===== config.mk =====
export PLATFORM = sky130hd
export DESIGN_NAME = i2c_txn_arbiter_flat
export DESIGN_NICKNAME = d
export VERILOG_FILES = /design/src/rtl/i2c_txn_arbiter_if.sv /design/src/rtl/i2c_txn_arbiter.sv /design/src/flat_wrapper.sv
export SDC_FILE = /design/constraint.sdc
export NUM_CORES = 1
export LEC_CHECK = 0
export CAP_MARGIN = 20
export CORE_AREA = 10 10 164 105
export CTS_CLUSTER_SIZE = 8
export DETAILED_ROUTE_END_ITERATION = 10
export DIE_AREA = 0 0 174 115
export GPL_TIMING_DRIVEN = 0
export PLACE_DENSITY_LB_ADDON = 0.15
export SETUP_SLACK_MARGIN = 0.15
export SKIP_LAST_GASP = 1
export SLEW_MARGIN = 20
export SYNTH_ARGS = -nofsm -noshare
export SYNTH_HDL_FRONTEND = slang
export SYNTH_SLANG_ARGS = --single-unit

===== constraint.sdc =====
create_clock -name clk_4MHz -period 3.8 [get_ports clk_4MHz]
set_clock_uncertainty 0.2 [all_clocks]
set_input_delay 0.76 -clock clk_4MHz [delete_from_list [all_inputs] [get_ports clk_4MHz]]
set_output_delay 0.76 -clock clk_4MHz [all_outputs]
set_load 0.005 [all_outputs]

===== src/rtl/i2c_txn_arbiter_if.sv =====
// ============================================================================
// Module      : i2c_txn_arbiter_if
// Description : Requester-side and engine-side signal bundle of the I2C
//               transaction arbiter. The slave modport is the arbiter's view;
//               the master modport is the view of the surrounding logic
//               (requesters plus byte engine).
// Revision    : 1.0 - initial release
// ============================================================================
`timescale 1ns/1ps
`default_nettype none

interface i2c_txn_arbiter_if #(
    parameter int NUM_REQ = 4
);
    // requester side
    logic [NUM_REQ-1:0]   req;
    logic [NUM_REQ*7-1:0] req_dev_addr;
    logic [NUM_REQ*8-1:0] req_reg_addr;
    logic [NUM_REQ-1:0]   req_rw;
    logic [NUM_REQ*4-1:0] req_len;
    logic [NUM_REQ*8-1:0] req_wdata;
    logic [NUM_REQ-1:0]   grant;
    logic [NUM_REQ-1:0]   done;
    logic [NUM_REQ-1:0]   nack;
    logic [7:0]           rdata;
    logic                 rdata_valid;
    logic [2:0]           rdata_id;

    // engine side
    logic                 eng_cmd_valid;
    logic                 eng_cmd_ready;
    logic [6:0]           eng_dev_addr;
    logic [7:0]           eng_reg_addr;
    logic                 eng_rw;
    logic [3:0]           eng_len;
    logic [7:0]           eng_wdata;
    logic [7:0]           eng_rdata;
    logic                 eng_rdata_valid;
    logic                 eng_done;
    logic                 eng_nack;
    logic                 eng_abort;

    modport slave (
        input  req, req_dev_addr, req_reg_addr, req_rw, req_len, req_wdata,
        output grant, done, nack, rdata, rdata_valid, rdata_id,
        output eng_cmd_valid, eng_dev_addr, eng_reg_addr, eng_rw, eng_len,
        output eng_wdata, eng_abort,
        input  eng_cmd_ready, eng_rdata, eng_rdata_valid, eng_done, eng_nack
    );

    modport master (
        output req, req_dev_addr, req_reg_addr, req_rw, req_len, req_wdata,
        input  grant, done, nack, rdata, rdata_valid, rdata_id,
        input  eng_cmd_valid, eng_dev_addr, eng_reg_addr, eng_rw, eng_len,
        input  eng_wdata, eng_abort,
        output eng_cmd_ready, eng_rdata, eng_rdata_valid, eng_done, eng_nack
    );
endinterface

`default_nettype wire


===== src/rtl/i2c_txn_arbiter.sv =====
// ============================================================================
// Module      : i2c_txn_arbiter
// Description : Round-robin arbiter sharing one byte-level I2C master engine
//               among NUM_REQ requesters. Latches the winner's descriptor,
//               issues it to the engine, routes read bytes back to the owner
//               and pulses done/nack to it. One transaction at a time.
//               Optional macro I2C_TIMEOUT_EN adds a WAIT watchdog that
//               aborts the engine after TIMEOUT_CYC cycles.
// Revision    : 1.0 - initial release
// ============================================================================
`timescale 1ns/1ps
`default_nettype none

module i2c_txn_arbiter #(
    parameter int NUM_REQ     = 4,
    parameter int MAX_LEN     = 8,
    parameter int TIMEOUT_CYC = 4096
) (
    input  wire logic        clk_4MHz,
    input  wire logic        rst_n,
    i2c_txn_arbiter_if.slave arb_bus
);

    localparam logic [2:0] c_ST_IDLE  = 3'd0;
    localparam logic [2:0] c_ST_ARB   = 3'd1;
    localparam logic [2:0] c_ST_ISSUE = 3'd2;
    localparam logic [2:0] c_ST_WAIT  = 3'd3;
    localparam logic [2:0] c_ST_RESP  = 3'd4;

    localparam logic [3:0]         c_MAX_LEN = 4'(MAX_LEN);
    localparam logic [2:0]         c_PTR_RST = 3'(NUM_REQ - 1);
    localparam logic [NUM_REQ-1:0] c_OH_LSB  = {{(NUM_REQ-1){1'b0}}, 1'b1};

    // Reject configurations the 3-bit owner index and 4-bit length cannot carry
    if (NUM_REQ < 2 || NUM_REQ > 8 || MAX_LEN < 1 || MAX_LEN > 15 || TIMEOUT_CYC < 2)
    begin : g_bad_cfg
        $error("i2c_txn_arbiter: unsupported parameter set");
    end

    logic [2:0] r_state;
    logic [2:0] w_next_state;
    logic [2:0] r_ptr;
    logic [2:0] r_owner;
    logic [6:0] r_dev;
    logic [7:0] r_reg;
    logic       r_rw;
    logic [3:0] r_len;
    logic [7:0] r_wdata;
    logic [3:0] r_cnt;
    logic       r_nack;
    logic [7:0] r_rdata;
    logic       r_rdata_valid;
    logic [2:0] r_rdata_id;

    logic       w_found;
    logic [2:0] w_winner;
    int         w_idx;
    logic [6:0] w_sel_dev;
    logic [7:0] w_sel_reg;
    logic       w_sel_rw;
    logic [3:0] w_sel_len;
    logic [3:0] w_clamp_len;
    logic [7:0] w_sel_wdata;
    logic       w_take_byte;
    logic       w_timeout;

    logic [NUM_REQ-1:0] w_owner_oh;
    logic [NUM_REQ-1:0] w_grant;
    logic [NUM_REQ-1:0] w_done;
    logic [NUM_REQ-1:0] w_nack;
    logic               w_cmd_valid;

    // Round-robin search: first set req bit after the pointer, wrapping
    always_comb begin
        w_found  = 1'b0;
        w_winner = '0;
        w_idx    = 0;
        for (int k = 1; k <= NUM_REQ; k++) begin
            w_idx = int'(r_ptr) + k;
            if (w_idx >= NUM_REQ) begin
                w_idx = w_idx - NUM_REQ;
            end
            if (!w_found && arb_bus.req[w_idx]) begin
                w_found  = 1'b1;
                w_winner = 3'(w_idx);
            end
        end
    end

    // Pick the winner's descriptor out of the packed request buses
    always_comb begin
        w_sel_dev   = '0;
        w_sel_reg   = '0;
        w_sel_rw    = 1'b0;
        w_sel_len   = '0;
        w_sel_wdata = '0;
        for (int i = 0; i < NUM_REQ; i++) begin
            if (w_winner == 3'(i)) begin
                w_sel_dev   = arb_bus.req_dev_addr[i*7 +: 7];
                w_sel_reg   = arb_bus.req_reg_addr[i*8 +: 8];
                w_sel_rw    = arb_bus.req_rw[i];
                w_sel_len   = arb_bus.req_len[i*4 +: 4];
                w_sel_wdata = arb_bus.req_wdata[i*8 +: 8];
            end
        end
    end

    // Length 0 means one byte; anything above MAX_LEN is clamped
    always_comb begin
        if (w_sel_len == 4'd0) begin
            w_clamp_len = 4'd1;
        end else if (w_sel_len > c_MAX_LEN) begin
            w_clamp_len = c_MAX_LEN;
        end else begin
            w_clamp_len = w_sel_len;
        end
    end

    // Only read transactions forward bytes, and only up to the latched length
    assign w_take_byte = (r_state == c_ST_WAIT) && arb_bus.eng_rdata_valid &&
                         r_rw && (r_cnt < r_len);

`ifdef I2C_TIMEOUT_EN
    logic [15:0] r_tmo_cnt;
    logic        r_abort;

    // A done arriving on the deadline cycle wins over the abort
    assign w_timeout = (r_state == c_ST_WAIT) && !arb_bus.eng_done &&
                       (r_tmo_cnt == 16'(TIMEOUT_CYC - 1));

    // Watchdog counts WAIT cycles; held at zero outside WAIT so entry starts at 0
    always_ff @(posedge clk_4MHz or negedge rst_n) begin
        if (!rst_n) begin
            r_tmo_cnt <= '0;
            r_abort   <= 1'b0;
        end else begin
            r_abort <= w_timeout;
            if (r_state == c_ST_WAIT) begin
                r_tmo_cnt <= r_tmo_cnt + 16'd1;
            end else begin
                r_tmo_cnt <= '0;
            end
        end
    end

    assign arb_bus.eng_abort = r_abort;
`else
    assign w_timeout         = 1'b0;
    assign arb_bus.eng_abort = 1'b0;
`endif

    // State register
    always_ff @(posedge clk_4MHz or negedge rst_n) begin
        if (!rst_n) begin
            r_state <= c_ST_IDLE;
        end else begin
            r_state <= w_next_state;
        end
    end

    // Next-state logic
    always_comb begin
        w_next_state = r_state;
        case (r_state)
            c_ST_IDLE:  if (|arb_bus.req) w_next_state = c_ST_ARB;
            c_ST_ARB:   w_next_state = w_found ? c_ST_ISSUE : c_ST_IDLE;
            c_ST_ISSUE: if (arb_bus.eng_cmd_ready) w_next_state = c_ST_WAIT;
            c_ST_WAIT:  if (arb_bus.eng_done || w_timeout) w_next_state = c_ST_RESP;
            c_ST_RESP:  w_next_state = c_ST_IDLE;
            default:    w_next_state = c_ST_IDLE;
        endcase
    end

    // FSM outputs: grant spans ISSUE..RESP, done/nack only in RESP
    always_comb begin
        w_owner_oh  = c_OH_LSB << r_owner;
        w_grant     = '0;
        w_done      = '0;
        w_nack      = '0;
        w_cmd_valid = 1'b0;
        case (r_state)
            c_ST_ISSUE: begin
                w_grant     = w_owner_oh;
                w_cmd_valid = 1'b1;
            end
            c_ST_WAIT: begin
                w_grant = w_owner_oh;
            end
            c_ST_RESP: begin
                w_grant = w_owner_oh;
                w_done  = w_owner_oh;
                w_nack  = r_nack ? w_owner_oh : '0;
            end
            default: ;
        endcase
    end

    // Descriptor latch, read-byte steering, NACK capture and pointer update
    always_ff @(posedge clk_4MHz or negedge rst_n) begin
        if (!rst_n) begin
            r_ptr         <= c_PTR_RST;
            r_owner       <= '0;
            r_dev         <= '0;
            r_reg         <= '0;
            r_rw          <= 1'b0;
            r_len         <= '0;
            r_wdata       <= '0;
            r_cnt         <= '0;
            r_nack        <= 1'b0;
            r_rdata       <= '0;
            r_rdata_valid <= 1'b0;
            r_rdata_id    <= '0;
        end else begin
            r_rdata_valid <= 1'b0;
            case (r_state)
                c_ST_ARB: begin
                    if (w_found) begin
                        r_owner <= w_winner;
                        r_dev   <= w_sel_dev;
                        r_reg   <= w_sel_reg;
                        r_rw    <= w_sel_rw;
                        r_len   <= w_clamp_len;
                        r_wdata <= w_sel_wdata;
                        r_cnt   <= '0;
                        r_nack  <= 1'b0;
                    end
                end
                c_ST_WAIT: begin
                    if (w_take_byte) begin
                        r_rdata       <= arb_bus.eng_rdata;
                        r_rdata_valid <= 1'b1;
                        r_rdata_id    <= r_owner;
                        r_cnt         <= r_cnt + 4'd1;
                    end
                    if (arb_bus.eng_done) begin
                        r_nack <= arb_bus.eng_nack;
                    end else if (w_timeout) begin
                        r_nack <= 1'b1;
                    end
                end
                c_ST_RESP: begin
                    r_ptr <= r_owner;
                    r_cnt <= '0;
                end
                default: ;
            endcase
        end
    end

    assign arb_bus.grant         = w_grant;
    assign arb_bus.done          = w_done;
    assign arb_bus.nack          = w_nack;
    assign arb_bus.rdata         = r_rdata;
    assign arb_bus.rdata_valid   = r_rdata_valid;
    assign arb_bus.rdata_id      = r_rdata_id;
    assign arb_bus.eng_cmd_valid = w_cmd_valid;
    assign arb_bus.eng_dev_addr  = r_dev;
    assign arb_bus.eng_reg_addr  = r_reg;
    assign arb_bus.eng_rw        = r_rw;
    assign arb_bus.eng_len       = r_len;
    assign arb_bus.eng_wdata     = r_wdata;

endmodule

`default_nettype wire


===== src/flat_wrapper.sv =====
// flat-port wrapper written by rule: the top's interface ports become plain ports
module i2c_txn_arbiter_flat 
#(
    parameter int NUM_REQ     = 4,
    parameter int MAX_LEN     = 8,
    parameter int TIMEOUT_CYC = 4096
)
  (clk_4MHz, rst_n, arb_bus_req, arb_bus_req_dev_addr, arb_bus_req_reg_addr, arb_bus_req_rw, arb_bus_req_len, arb_bus_req_wdata, arb_bus_grant, arb_bus_done, arb_bus_nack, arb_bus_rdata, arb_bus_rdata_valid, arb_bus_rdata_id, arb_bus_eng_cmd_valid, arb_bus_eng_dev_addr, arb_bus_eng_reg_addr, arb_bus_eng_rw, arb_bus_eng_len, arb_bus_eng_wdata, arb_bus_eng_abort, arb_bus_eng_cmd_ready, arb_bus_eng_rdata, arb_bus_eng_rdata_valid, arb_bus_eng_done, arb_bus_eng_nack);
  i2c_txn_arbiter_if #(.NUM_REQ(NUM_REQ)) arb_bus_i ();
  input  wire logic clk_4MHz;
  input  wire logic rst_n;
  input wire logic [$bits(arb_bus_i.req)-1:0] arb_bus_req;
  input wire logic [$bits(arb_bus_i.req_dev_addr)-1:0] arb_bus_req_dev_addr;
  input wire logic [$bits(arb_bus_i.req_reg_addr)-1:0] arb_bus_req_reg_addr;
  input wire logic [$bits(arb_bus_i.req_rw)-1:0] arb_bus_req_rw;
  input wire logic [$bits(arb_bus_i.req_len)-1:0] arb_bus_req_len;
  input wire logic [$bits(arb_bus_i.req_wdata)-1:0] arb_bus_req_wdata;
  output wire logic [$bits(arb_bus_i.grant)-1:0] arb_bus_grant;
  output wire logic [$bits(arb_bus_i.done)-1:0] arb_bus_done;
  output wire logic [$bits(arb_bus_i.nack)-1:0] arb_bus_nack;
  output wire logic [$bits(arb_bus_i.rdata)-1:0] arb_bus_rdata;
  output wire logic [$bits(arb_bus_i.rdata_valid)-1:0] arb_bus_rdata_valid;
  output wire logic [$bits(arb_bus_i.rdata_id)-1:0] arb_bus_rdata_id;
  output wire logic [$bits(arb_bus_i.eng_cmd_valid)-1:0] arb_bus_eng_cmd_valid;
  output wire logic [$bits(arb_bus_i.eng_dev_addr)-1:0] arb_bus_eng_dev_addr;
  output wire logic [$bits(arb_bus_i.eng_reg_addr)-1:0] arb_bus_eng_reg_addr;
  output wire logic [$bits(arb_bus_i.eng_rw)-1:0] arb_bus_eng_rw;
  output wire logic [$bits(arb_bus_i.eng_len)-1:0] arb_bus_eng_len;
  output wire logic [$bits(arb_bus_i.eng_wdata)-1:0] arb_bus_eng_wdata;
  output wire logic [$bits(arb_bus_i.eng_abort)-1:0] arb_bus_eng_abort;
  input wire logic [$bits(arb_bus_i.eng_cmd_ready)-1:0] arb_bus_eng_cmd_ready;
  input wire logic [$bits(arb_bus_i.eng_rdata)-1:0] arb_bus_eng_rdata;
  input wire logic [$bits(arb_bus_i.eng_rdata_valid)-1:0] arb_bus_eng_rdata_valid;
  input wire logic [$bits(arb_bus_i.eng_done)-1:0] arb_bus_eng_done;
  input wire logic [$bits(arb_bus_i.eng_nack)-1:0] arb_bus_eng_nack;
  assign arb_bus_i.req = arb_bus_req;
  assign arb_bus_i.req_dev_addr = arb_bus_req_dev_addr;
  assign arb_bus_i.req_reg_addr = arb_bus_req_reg_addr;
  assign arb_bus_i.req_rw = arb_bus_req_rw;
  assign arb_bus_i.req_len = arb_bus_req_len;
  assign arb_bus_i.req_wdata = arb_bus_req_wdata;
  assign arb_bus_grant = arb_bus_i.grant;
  assign arb_bus_done = arb_bus_i.done;
  assign arb_bus_nack = arb_bus_i.nack;
  assign arb_bus_rdata = arb_bus_i.rdata;
  assign arb_bus_rdata_valid = arb_bus_i.rdata_valid;
  assign arb_bus_rdata_id = arb_bus_i.rdata_id;
  assign arb_bus_eng_cmd_valid = arb_bus_i.eng_cmd_valid;
  assign arb_bus_eng_dev_addr = arb_bus_i.eng_dev_addr;
  assign arb_bus_eng_reg_addr = arb_bus_i.eng_reg_addr;
  assign arb_bus_eng_rw = arb_bus_i.eng_rw;
  assign arb_bus_eng_len = arb_bus_i.eng_len;
  assign arb_bus_eng_wdata = arb_bus_i.eng_wdata;
  assign arb_bus_eng_abort = arb_bus_i.eng_abort;
  assign arb_bus_i.eng_cmd_ready = arb_bus_eng_cmd_ready;
  assign arb_bus_i.eng_rdata = arb_bus_eng_rdata;
  assign arb_bus_i.eng_rdata_valid = arb_bus_eng_rdata_valid;
  assign arb_bus_i.eng_done = arb_bus_eng_done;
  assign arb_bus_i.eng_nack = arb_bus_eng_nack;
  i2c_txn_arbiter #(.NUM_REQ(NUM_REQ), .MAX_LEN(MAX_LEN), .TIMEOUT_CYC(TIMEOUT_CYC)) u_core (.clk_4MHz(clk_4MHz), .rst_n(rst_n), .arb_bus(arb_bus_i));
endmodule

* Word-level counts from Yosys, hierarchy flattened
Cells that the tools add are included.
W data, S select, Z words.
** Cells by class
- Equal/unequal tests :: 12
- Multiplexer cells :: 64
- Reduce and logical (&&, ||, !) cells :: 21
- Shift operators :: 1
- Add/sub/neg operators :: 9
- $lt $le $gt $ge :: 10
** Operator list (number)
- $ge A32 B4 Y1 const B :: 4
- $lt A32 B4 Y1 const B :: 4
- $mux W32 :: 4
- $sub A32 B4 Y32 const B :: 4
- $mux W8 :: 8
- $mux W4 :: 12
- $mux W7 :: 4
- $mux W1 :: 21
- $mux W3 :: 7
- $eq A3 B2 Y1 const B :: 4
- $pmux W3 S4 :: 1
- $pmux W4 S3 :: 1
- $reduce_and A3 Y1 :: 3
- $add A3 B2 Y4 const B :: 2
- $bmux W1 S2 :: 4
- $eq A3 B1 Y1 const B :: 2
- $logic_and A1 B1 Y1 :: 6
- $logic_not A3 Y1 :: 2
- $ne A2 B1 Y1 const B :: 3
- $add A3 B1 Y4 const B :: 1
- $add A3 B3 Y4 const B :: 1
- $add A4 B1 Y4 const B :: 1
- $gt A4 B4 Y1 const B :: 1
- $logic_not A4 Y1 :: 1
- other kinds (12) :: 16
** Storage, ports and cells
- Register bits after elaboration :: 54
- Output and inout bits :: 54
- Logic and storage cells :: 130

* Longest topological paths before layout
Gate-level depths: netlist (run 1).
- Depth after elaboration :: 24
- Gate-level depth with buffers :: 12
- Mapped depth without buffers :: 9

* Worst setup path after synthesis (run 1)
No wires, ideal clock.
- Path type :: reg2reg
- Start point :: register u_core.r_ptr[1]
- End point :: register u_core.r_reg[4], in the netlist u_core.arb_bus.eng_reg_addr[4]
- Path slack :: 0.318 ns
- Cell stages (with the launch flop) :: 13
- Setup time :: 0.121 ns
- Arrival :: 3.161 ns
- Buffers on the path :: 3
- Cell sequence :: dfstp_2 -> buf_2 -> inv_1 -> ha_1 -> buf_4 -> mux2i_1 -> mux2i_1 -> a221o_1 -> o221ai_4 -> nand2_4 -> buf_6 -> mux4_2 -> a22o_1
** On the way
- Longest elaborated chain between the ends :: 21
- Elaborated cells between the ends (all ways) :: 51
** RTL lines
- start, declared :: RTL line i2c_txn_arbiter.sv:42 : logic [2:0] r_ptr;
- start signal, assigned :: RTL line i2c_txn_arbiter.sv:201 : r_ptr <= c_PTR_RST;
- start signal, assigned :: RTL line i2c_txn_arbiter.sv:242 : r_ptr <= r_owner;
- $add A3 B1 Y4 :: RTL line i2c_txn_arbiter.sv:79 : w_idx = int'(r_ptr) + k;
- $sub A32 B4 Y32 / $ge A32 B4 Y1 (equally long branches) :: RTL line i2c_txn_arbiter.sv:81, i2c_txn_arbiter.sv:80
- $mux W32 :: RTL line i2c_txn_arbiter.sv:80 : if (w_idx >= NUM_REQ) begin
- $bmux W1 S2 :: RTL line i2c_txn_arbiter.sv:83 : if (!w_found && arb_bus.req[w_idx]) begin
- $mux W1 (not written as such) (2 in a row) :: RTL line i2c_txn_arbiter.sv:83
- $mux W1 :: RTL line i2c_txn_arbiter.sv:83
- $logic_not A1 Y1 :: RTL line i2c_txn_arbiter.sv:83
- $logic_and A1 B1 Y1 :: RTL line i2c_txn_arbiter.sv:83
- $mux W1 :: RTL line i2c_txn_arbiter.sv:83
- $logic_not A1 Y1 :: RTL line i2c_txn_arbiter.sv:83
- $logic_and A1 B1 Y1 :: RTL line i2c_txn_arbiter.sv:83
- $mux W1 :: RTL line i2c_txn_arbiter.sv:83
- $logic_not A1 Y1 :: RTL line i2c_txn_arbiter.sv:83
- $logic_and A1 B1 Y1 :: RTL line i2c_txn_arbiter.sv:83
- $mux W3 :: RTL line i2c_txn_arbiter.sv:83
- $logic_not A3 Y1 :: RTL line i2c_txn_arbiter.sv:98 : if (w_winner == 3'(i)) begin
- $mux W8 (4 in a row) :: RTL line i2c_txn_arbiter.sv:98
- end signal, assigned :: RTL line i2c_txn_arbiter.sv:220 : r_reg <= w_sel_reg;
- end, declared :: RTL line i2c_txn_arbiter.sv:45 : logic [7:0] r_reg;
Several ways; a longest one is shown, not always the timed one. The select of a mux whose other input is x is not followed.
A chain may end at the register's enable or synchronous reset.

* Worst setup path after layout (run 1)
- Start point :: input port arb_bus_req[1]
- End point :: register u_core.r_dev[0], in the netlist u_core.arb_bus.eng_dev_addr[0]
** On the way
- Longest elaborated chain between the ends :: 18
- Elaborated cells between the ends (all ways) :: 35
** RTL lines
- start, declared :: RTL line flat_wrapper.sv:12 : input wire logic [$bits(arb_bus_i.req)-1:0] arb_bus_req;
- $bmux W1 S2 :: RTL line i2c_txn_arbiter.sv:83
- $mux W1 (not written as such) (2 in a row) :: RTL line i2c_txn_arbiter.sv:83
- $mux W1 :: RTL line i2c_txn_arbiter.sv:83
- $logic_not A1 Y1 :: RTL line i2c_txn_arbiter.sv:83
- $logic_and A1 B1 Y1 :: RTL line i2c_txn_arbiter.sv:83
- $mux W1 :: RTL line i2c_txn_arbiter.sv:83
- $logic_not A1 Y1 :: RTL line i2c_txn_arbiter.sv:83
- $logic_and A1 B1 Y1 :: RTL line i2c_txn_arbiter.sv:83
- $mux W1 :: RTL line i2c_txn_arbiter.sv:83
- $logic_not A1 Y1 :: RTL line i2c_txn_arbiter.sv:83
- $logic_and A1 B1 Y1 :: RTL line i2c_txn_arbiter.sv:83
- $mux W3 :: RTL line i2c_txn_arbiter.sv:83
- $logic_not A3 Y1 :: RTL line i2c_txn_arbiter.sv:98
- $mux W7 (4 in a row) :: RTL line i2c_txn_arbiter.sv:98
- end signal, assigned :: RTL line i2c_txn_arbiter.sv:219 : r_dev <= w_sel_dev;
- end, declared :: RTL line i2c_txn_arbiter.sv:44 : logic [6:0] r_dev;
Several ways; a longest one is shown, not always the timed one. The select of a mux whose other input is x is not followed.

==> metrics.txt, run 1 <==
outcome finished, final reports clean; Reg2Reg Launch Point u_core.r_ptr[1]; max-slew violations 0; WP data arrival ~3.5 ns; Critical Path End u_core.arb_bus.eng_dev_addr[0]; Netlist Area Pre-Place 0.00351 mm^2; chip width 174 um; crit path time final roughly 3.6 ns; CP max stage delay approximately 0.55 ns; critical path type in2reg; Total GRT Usage 12.7%; fmax 282 MHz; FF-to-FF path depth 12; R2R Path End u_core.arb_bus.eng_reg_addr[2]; CP max stage cell mux4_1; Fin Hold WS about 0.23 ns; Clock Tree Buf Depth 2; cts bufs inserted 5; Slew @ Worst Pin 0.714 ns; gr ovfl total 0; Max-cap violations 0; post-synth top area cell dfrtp_1; setup ws final 0.250 ns; row cnt 34; period utilization a little over 90%; layout cells sized above 1 21.2%; max_slew headroom between 50% and 60%; input/output buffers 180; Initial Utilization 24.7%; crit path cell chain clkdlybuf4s50_1 > buf_6 > mux4_2 > or2_4 > nor3b_4 > o21ai_4 > nand2_4 > buf_8 > mux4_1 > a22o_1; Die Y approximately 120 um; cells after synthesis around 290; clk root buf clkbuf_16; clock latency on the worst-skew pair roughly 0.30 ns; H-tree Lvls 2; drt initial violations roughly 160; critical path data required time roughly 3.8 ns; placed cell area about 0.0056 mm^2; Post-synth EDFFs 0; DP HPWL 10700 um; Startpoint Class input pin; Reg2Reg Setup Slack about 0.28 ns; ys async rst share 100%; CTS sink cnt 54; Core Box Area approximately 0.014 mm^2; WL final roughly 13000 um; Diodes inserted 0; drt drc 0; Synth top area share a little under two fifths; Area contributors post-synth dfrtp_1, mux4_2, a22o_1; area of the multi-input gates 0.00206 mm^2; vias in the first global route 3514; CTS tree done; Die Footprint approximately 0.02 mm^2; syn avg cell area ~12 um^2; vias per inst 4.69; final instance area between 0.005 and 0.006 mm^2; Reg area approximately 0.0014 mm^2; Final Hold Violating Endpoints 0; Worst path top cell family by delay multiplexers; register area share after synthesis about 39%; Fill cells between 1000 and 1500; Area growth, synth to finish 70.7%; worst ir drop on vdd 0.259 mV; first-pass GRT wire length between 20000 and 25000 um; critical path depth 10; Final #Nets 621; largest net degree at the start of global routing 55; pre-CTS setup slack -0.364 ns; Clock transition at path regs around 0.080 ns; DR vias roughly 3200; num ports around 180; DR pass1 iterations 4; worst path buffer plus inverter count 3; critical path startpoint arb_bus_req[1]; static leakage about 2.3 nW; Synth Warn # 0; PwrDens 789 mW/mm^2; crit path max fanout 6; Worst Hold Class in2async; antenna violations before repair 0; Synth Flop Type dfrtp_1; WL/cell 19.4 um; Final GP Congestion 0.791; RSZ-0062 raised after global routing true; Distinct cells, synth between 50 and 60; Post-Syn Nets around 420; Final setup viols 0; Routed Antenna Nets 0; nature of the critical path endpoint flop; Synth Register Bits between 50 and 60
## worst min-delay path by stage
stage	cells past startpoint	start	endpoint	slack [ns]
2_1_floorplan	0	rst_n	u_core.arb_bus.eng_dev_addr[0]	0.26
3_3_place_gp	1	u_core.arb_bus.eng_reg_addr[0]	u_core.arb_bus.eng_reg_addr[0]	0.29
3_5_place_dp	1	u_core.arb_bus.eng_reg_addr[0]	u_core.arb_bus.eng_reg_addr[0]	0.29
4_1_cts	2	rst_n	u_core.arb_bus.rdata_id[1]	0.25
5_1_grt	2	rst_n	u_core.r_state[2]	0.25
6_report	2	rst_n	u_core.arb_bus.rdata[2]	0.23
## per-layer routing
metal / GRT usage [%] / share of wire [%] / up-vias
li1: - / - / 1513
met1: 16.3 / 45 / 1564
met2: 18.3 / 42 / 128
met3: 7.73 / 13 / 4
met4: 1.36 / 0.28 / 0
met5: 0 / 0 / -
## cells by family after synthesis
group / Yosys count / share of synthesized area (%)
AO/OA/AOI/OAI: 73 / 17.5
XOR/XNOR: 3 / 0.749
adder cells (fa/ha/maj): 6 / 2.14
other: 1 / 0.107
buffers and inverters: 31 / 4.92
multiplexers: 53 / 26.0
AND/OR/NAND/NOR: 65 / 9.95
flip-flops: 54 / 38.6
## repair_timing
item                                    in CTS  in global routing
hold buffers                                 0                  0
endpoints found under the setup margin      30                 30
cloned                                       0                  1
buffers inserted                             4                  6
pin swaps                                    4                  4
hold endpoints to repair                     0                  0
gates resized for setup                     12                 34
## synth_stat cells, drive strengths merged, types with 2 or more instances
cell type / count
o41ai: 2
dfstp: 2
clkbuf: 9
ha: 6
nor2: 16
mux2: 15
a21boi: 5
dfrtp: 52
nand3: 2
mux4: 27
a22o: 25
buf: 14
o21ai: 8
nor4: 3
nor3: 8
nand2b: 4
and2: 4
a221oi: 3
o31ai: 3
o211ai: 3
a21o: 2
xor2: 2
a21oi: 10
nand2: 14
nor2b: 4
inv: 8
a2111oi: 2
mux2i: 11
nand4: 3
## where the power goes
| part | switching [W] | total (W) | internal, W | leakage (nW) |
|---|---|---|---|---|
| combinational | 0.00134 | 0.00316 | 0.00182 | 1.59 |
| clock | 0.000215 | 0.000527 | 0.000312 | 0.0771 |
| sequential | 0.000197 | 0.00104 | 0.000842 | 0.674 |
| total | 0.00175 | 0.00472 | 0.00297 | 2.34 |
## cell usage in the layout, fill, tap and decap left out, types with 3 or more instances in the layout
master	instances
nor4_1	3
a221oi_2	3
nand2b_1	4
mux2_2	15
a21oi_1	10
nand2_1	13
buf_6	5
clkdlybuf4s50_1	178
and2_1	4
a22o_1	25
nand4_1	3
a21boi_0	5
buf_4	14
o31ai_1	3
mux4_1	3
clkbuf_16	6
nor3_1	8
mux2i_2	3
nor2b_1	4
mux2i_1	5
ha_1	5
nor2_1	15
clkbuf_1	6
mux4_2	24
dfrtp_1	52
o211ai_1	3
clkbuf_2	3
mux2i_4	3
inv_1	7
o21ai_0	7
## final cells by class
| class | count | area share, % |
|---|---|---|
| Multi-Input combinational cell | 201 | 34.4 |
| Timing Repair Buffer | 192 | 32.3 |
| Sequential cell | 54 | 22.6 |
| Tap cell | 198 | 4.14 |
| Buffer | 23 | 3.22 |
| Clock buffer | 6 | 2.15 |
| Clock inverter | 2 | 0.627 |
| Inverter | 8 | 0.564 |
## worst register-to-register path, delay by kind of cell (launching register included)
| family | cells | cell delay (ns) |
|---|---|---|
| AND/OR/NAND/NOR | 1 | 0.14 |
| multiplexers | 3 | 0.84 |
| AO/OA/AOI/OAI | 3 | 0.76 |
| flip-flops | 1 | 0.60 |
| buffers and inverters | 4 | 0.57 |
| adder cells (fa/ha/maj) | 1 | 0.28 |
## state kept, by name, summed over array words and instances (netlist names)
name / cells
u_core.arb_bus.rdata_id: 3
u_core.r_state: 3
u_core.arb_bus.eng_rw: 1
u_core.arb_bus.eng_len: 4
u_core.r_cnt: 4
u_core.arb_bus.rdata: 8
u_core.arb_bus.eng_wdata: 8
u_core.arb_bus.eng_reg_addr: 8
u_core.r_ptr: 3
u_core.arb_bus.rdata_valid: 1
u_core.r_nack: 1
u_core.r_owner: 3
u_core.arb_bus.eng_dev_addr: 7
## per-stage QoR
step | instances | power, W | util, % | setup TNS (ns)
after global placement | 664 | 0.00384 | 39.1 | -9.65
final | 684 | 0.00472 | 42.1 | 0
after global routing | 684 | 0.00510 | 42.1 | 0
after CTS | 677 | 0.00452 | 40.9 | 0
after floorplan | 286 | 0.00280 | - | 0
after detailed placement | 665 | 0.00388 | 39.3 | -8.05
No activity file was read; power rests on OpenSTA's default activity.
==> run 2, diff against run 1 <==
CORE_AREA = 10 10 139 90   (was 10 10 164 105)
DIE_AREA = 0 0 149 100   (was 0 0 174 115)
PLACE_DENSITY = 0.76   (was default)
PLACE_DENSITY_LB_ADDON = default   (was 0.15)
==> run 2 against run 1 <==
Non-clock buffer count grew 5; critical path type unchanged; worst hold slack gained 0.081 ns; largest cell class unchanged; total power shrank 0.83%; clock power grew 11%; highest routed layer unchanged; final area shrank 1.8%; count of clock-buffer cells in the layout shrank 1; flip-flop and latch count is the same; setup slack lost 0.0035 ns; sequential share of layout area grew 0.41 points.
==> metrics.txt, run 2 (same netlist as run 1, synthesis figures left out) <==
metal3 WL around 1500 um; crit path cell chain clkdlybuf4s50_1 > buf_6 > mux4_2 > or2_4 > nor3b_4 > o21ai_4 > nand2_4 > buf_4 > mux4_1 > a22o_1; Die Y approximately 100 um; Clock transition at path regs about 0.070 ns; layout cells sized above 1 about a fifth; crit path max fanout 10; DR pass1 iterations 5; Total Power 0.00469 W; critical path type in2reg; num ports between 150 and 200; Post-CTS Hold Fix Bufs 0; Final setup viols 0; most common cell after layout, fill and taps aside clkdlybuf4s50_1; post-layout util between 50% and 60%; Reg2Reg Setup Slack around 0.28 ns; critical path startpoint arb_bus_req[1]; Max-cap violations 0; static leakage about 2.4 nW; CP max stage delay 0.54 ns; Fin Hold WS between 0.3 and 0.4 ns; Die Footprint about 0.015 mm^2; Critical Path End u_core.arb_bus.eng_dev_addr[2]; nature of the critical path endpoint flop; vias per inst between 5 and 6; drt initial violations 182; fmax about 280 MHz; gr ovfl total 0; max-slew violations 0; CP max stage cell mux4_1; Core Box Area roughly 0.010 mm^2; Metal-1 WL between 4000 and 5000 um; H-tree Lvls 2; vias in the first global route 3602; DP HPWL ~10000 um; max_slew headroom between 50% and 60%; Total GRT Usage between 10% and 20%; highest routed layer met4; outcome finished, final reports clean; WP data arrival approximately 3.5 ns; period utilization between 90% and 100%; cts bufs inserted 5; Reg2Reg Launch Point u_core.r_ptr[0]; met2 wire len ~5800 um; antenna violations before repair 0; WL/cell about 19 um; largest net degree at the start of global routing 55; CTS sink cnt 54; input/output buffers 180; placed cell area roughly 0.0055 mm^2; Final GP Congestion 0.812; Routed Antenna Nets 0; row cnt 29; Fill cells 841; clk root buf clkbuf_16; clock latency on the worst-skew pair slightly below 0.3 ns; PwrDens 797 mW/mm^2; FF-to-FF path depth 13; chip width 149 um; R2R Path End u_core.arb_bus.eng_dev_addr[2]; Startpoint Class input pin; drt drc 0; DR vias 3267; WL final 12300 um; Initial Utilization between 30% and 40%; Diodes inserted 0; first-pass GRT wire length around 19000 um; Clock Tree Buf Depth 2; Worst Hold Class in2async; critical path data required time 3.78 ns; RSZ-0062 raised after global routing false; CTS tree done; worst ir drop on vdd approximately 0.47 mV; Area growth, synth to finish 67.7%; Final #Nets roughly 630; setup ws final between 0.2 and 0.25 ns; most frequent cells in the layout clkdlybuf4s50_1, dfrtp_1, a22o_1; Slew @ Worst Pin ~0.66 ns; crit path time final approximately 3.6 ns; final instance area between 0.005 and 0.006 mm^2; pre-CTS setup slack -0.359 ns; Final Hold Violating Endpoints 0
## run 2: how the worst min path moves through the flow
| stage | startpoint | endpoint | slack [ns] | cells after the start |
|---|---|---|---|---|
| 2_1_floorplan | rst_n | u_core.arb_bus.eng_dev_addr[0] | 0.26 | 0 |
| 3_5_place_dp | u_core.arb_bus.eng_dev_addr[5] | u_core.arb_bus.eng_dev_addr[5] | 0.29 | 1 |
| 6_report | rst_n | u_core.arb_bus.rdata_id[0] | 0.31 | 1 |
| 4_1_cts | u_core.arb_bus.rdata[5] | u_core.arb_bus.rdata[5] | 0.31 | 1 |
| 5_1_grt | u_core.arb_bus.rdata[7] | u_core.arb_bus.rdata[7] | 0.33 | 1 |
| 3_3_place_gp | u_core.arb_bus.eng_wdata[1] | u_core.arb_bus.eng_wdata[1] | 0.29 | 1 |
## run 2: final cells by class
cell class	instances	area [um^2]	area share, %
clock buffer	5	125	2.13
buffer	23	180	3.06
tap	139	174	2.96
multi-input combinational	201	2020	34.4
clock inverter	3	68.8	1.17
inverter	8	33.8	0.574
sequential	54	1350	23.0
timing repair buffer	197	1920	32.7
## run 2: where the power goes
part / switching, W / internal [W]
sequential: 0.000189 / 0.000842
clock: 0.000206 / 0.000379
combinational: 0.00130 / 0.00177
total: 0.00170 / 0.00299
## run 2: metrics by stage
stage	cells	TNS, ns
final	630	0
after global routing	630	0
after CTS	621	0
after detailed placement	605	-7.50
after global placement	605	-6.33
after floorplan	286	0
## run 2: routing by layer
layer / vias up / GRT usage (%)
met3: 4 / 7.95
met2: 148 / 26.2
met1: 1597 / 18.6
met5: - / 0
li1: 1518 / -
met4: 0 / 1.20
## run 2: repair_timing
| item | in CTS | in global routing |
|---|---|---|
| setup endpoints to repair | 30 | 30 |
| pin swaps | 4 | 1 |
| cloned | 0 | 1 |
| setup buffers | 8 | 8 |
| gates resized for setup | 8 | 20 |
## run 2: critical path: cells and delay by family
kind                   cells  cell delay, ns
buffers and inverters      3            0.74
multiplexers               2            1.01
AO/OA/AOI/OAI              2            0.34
AND/OR/NAND/NOR            3            0.67
==> run 3, diff against run 2 <==
SKIP_LAST_GASP = default   (was 1)
==> results of run 3 <==
Final layout, timing and power as in run 2 (identical DEF).
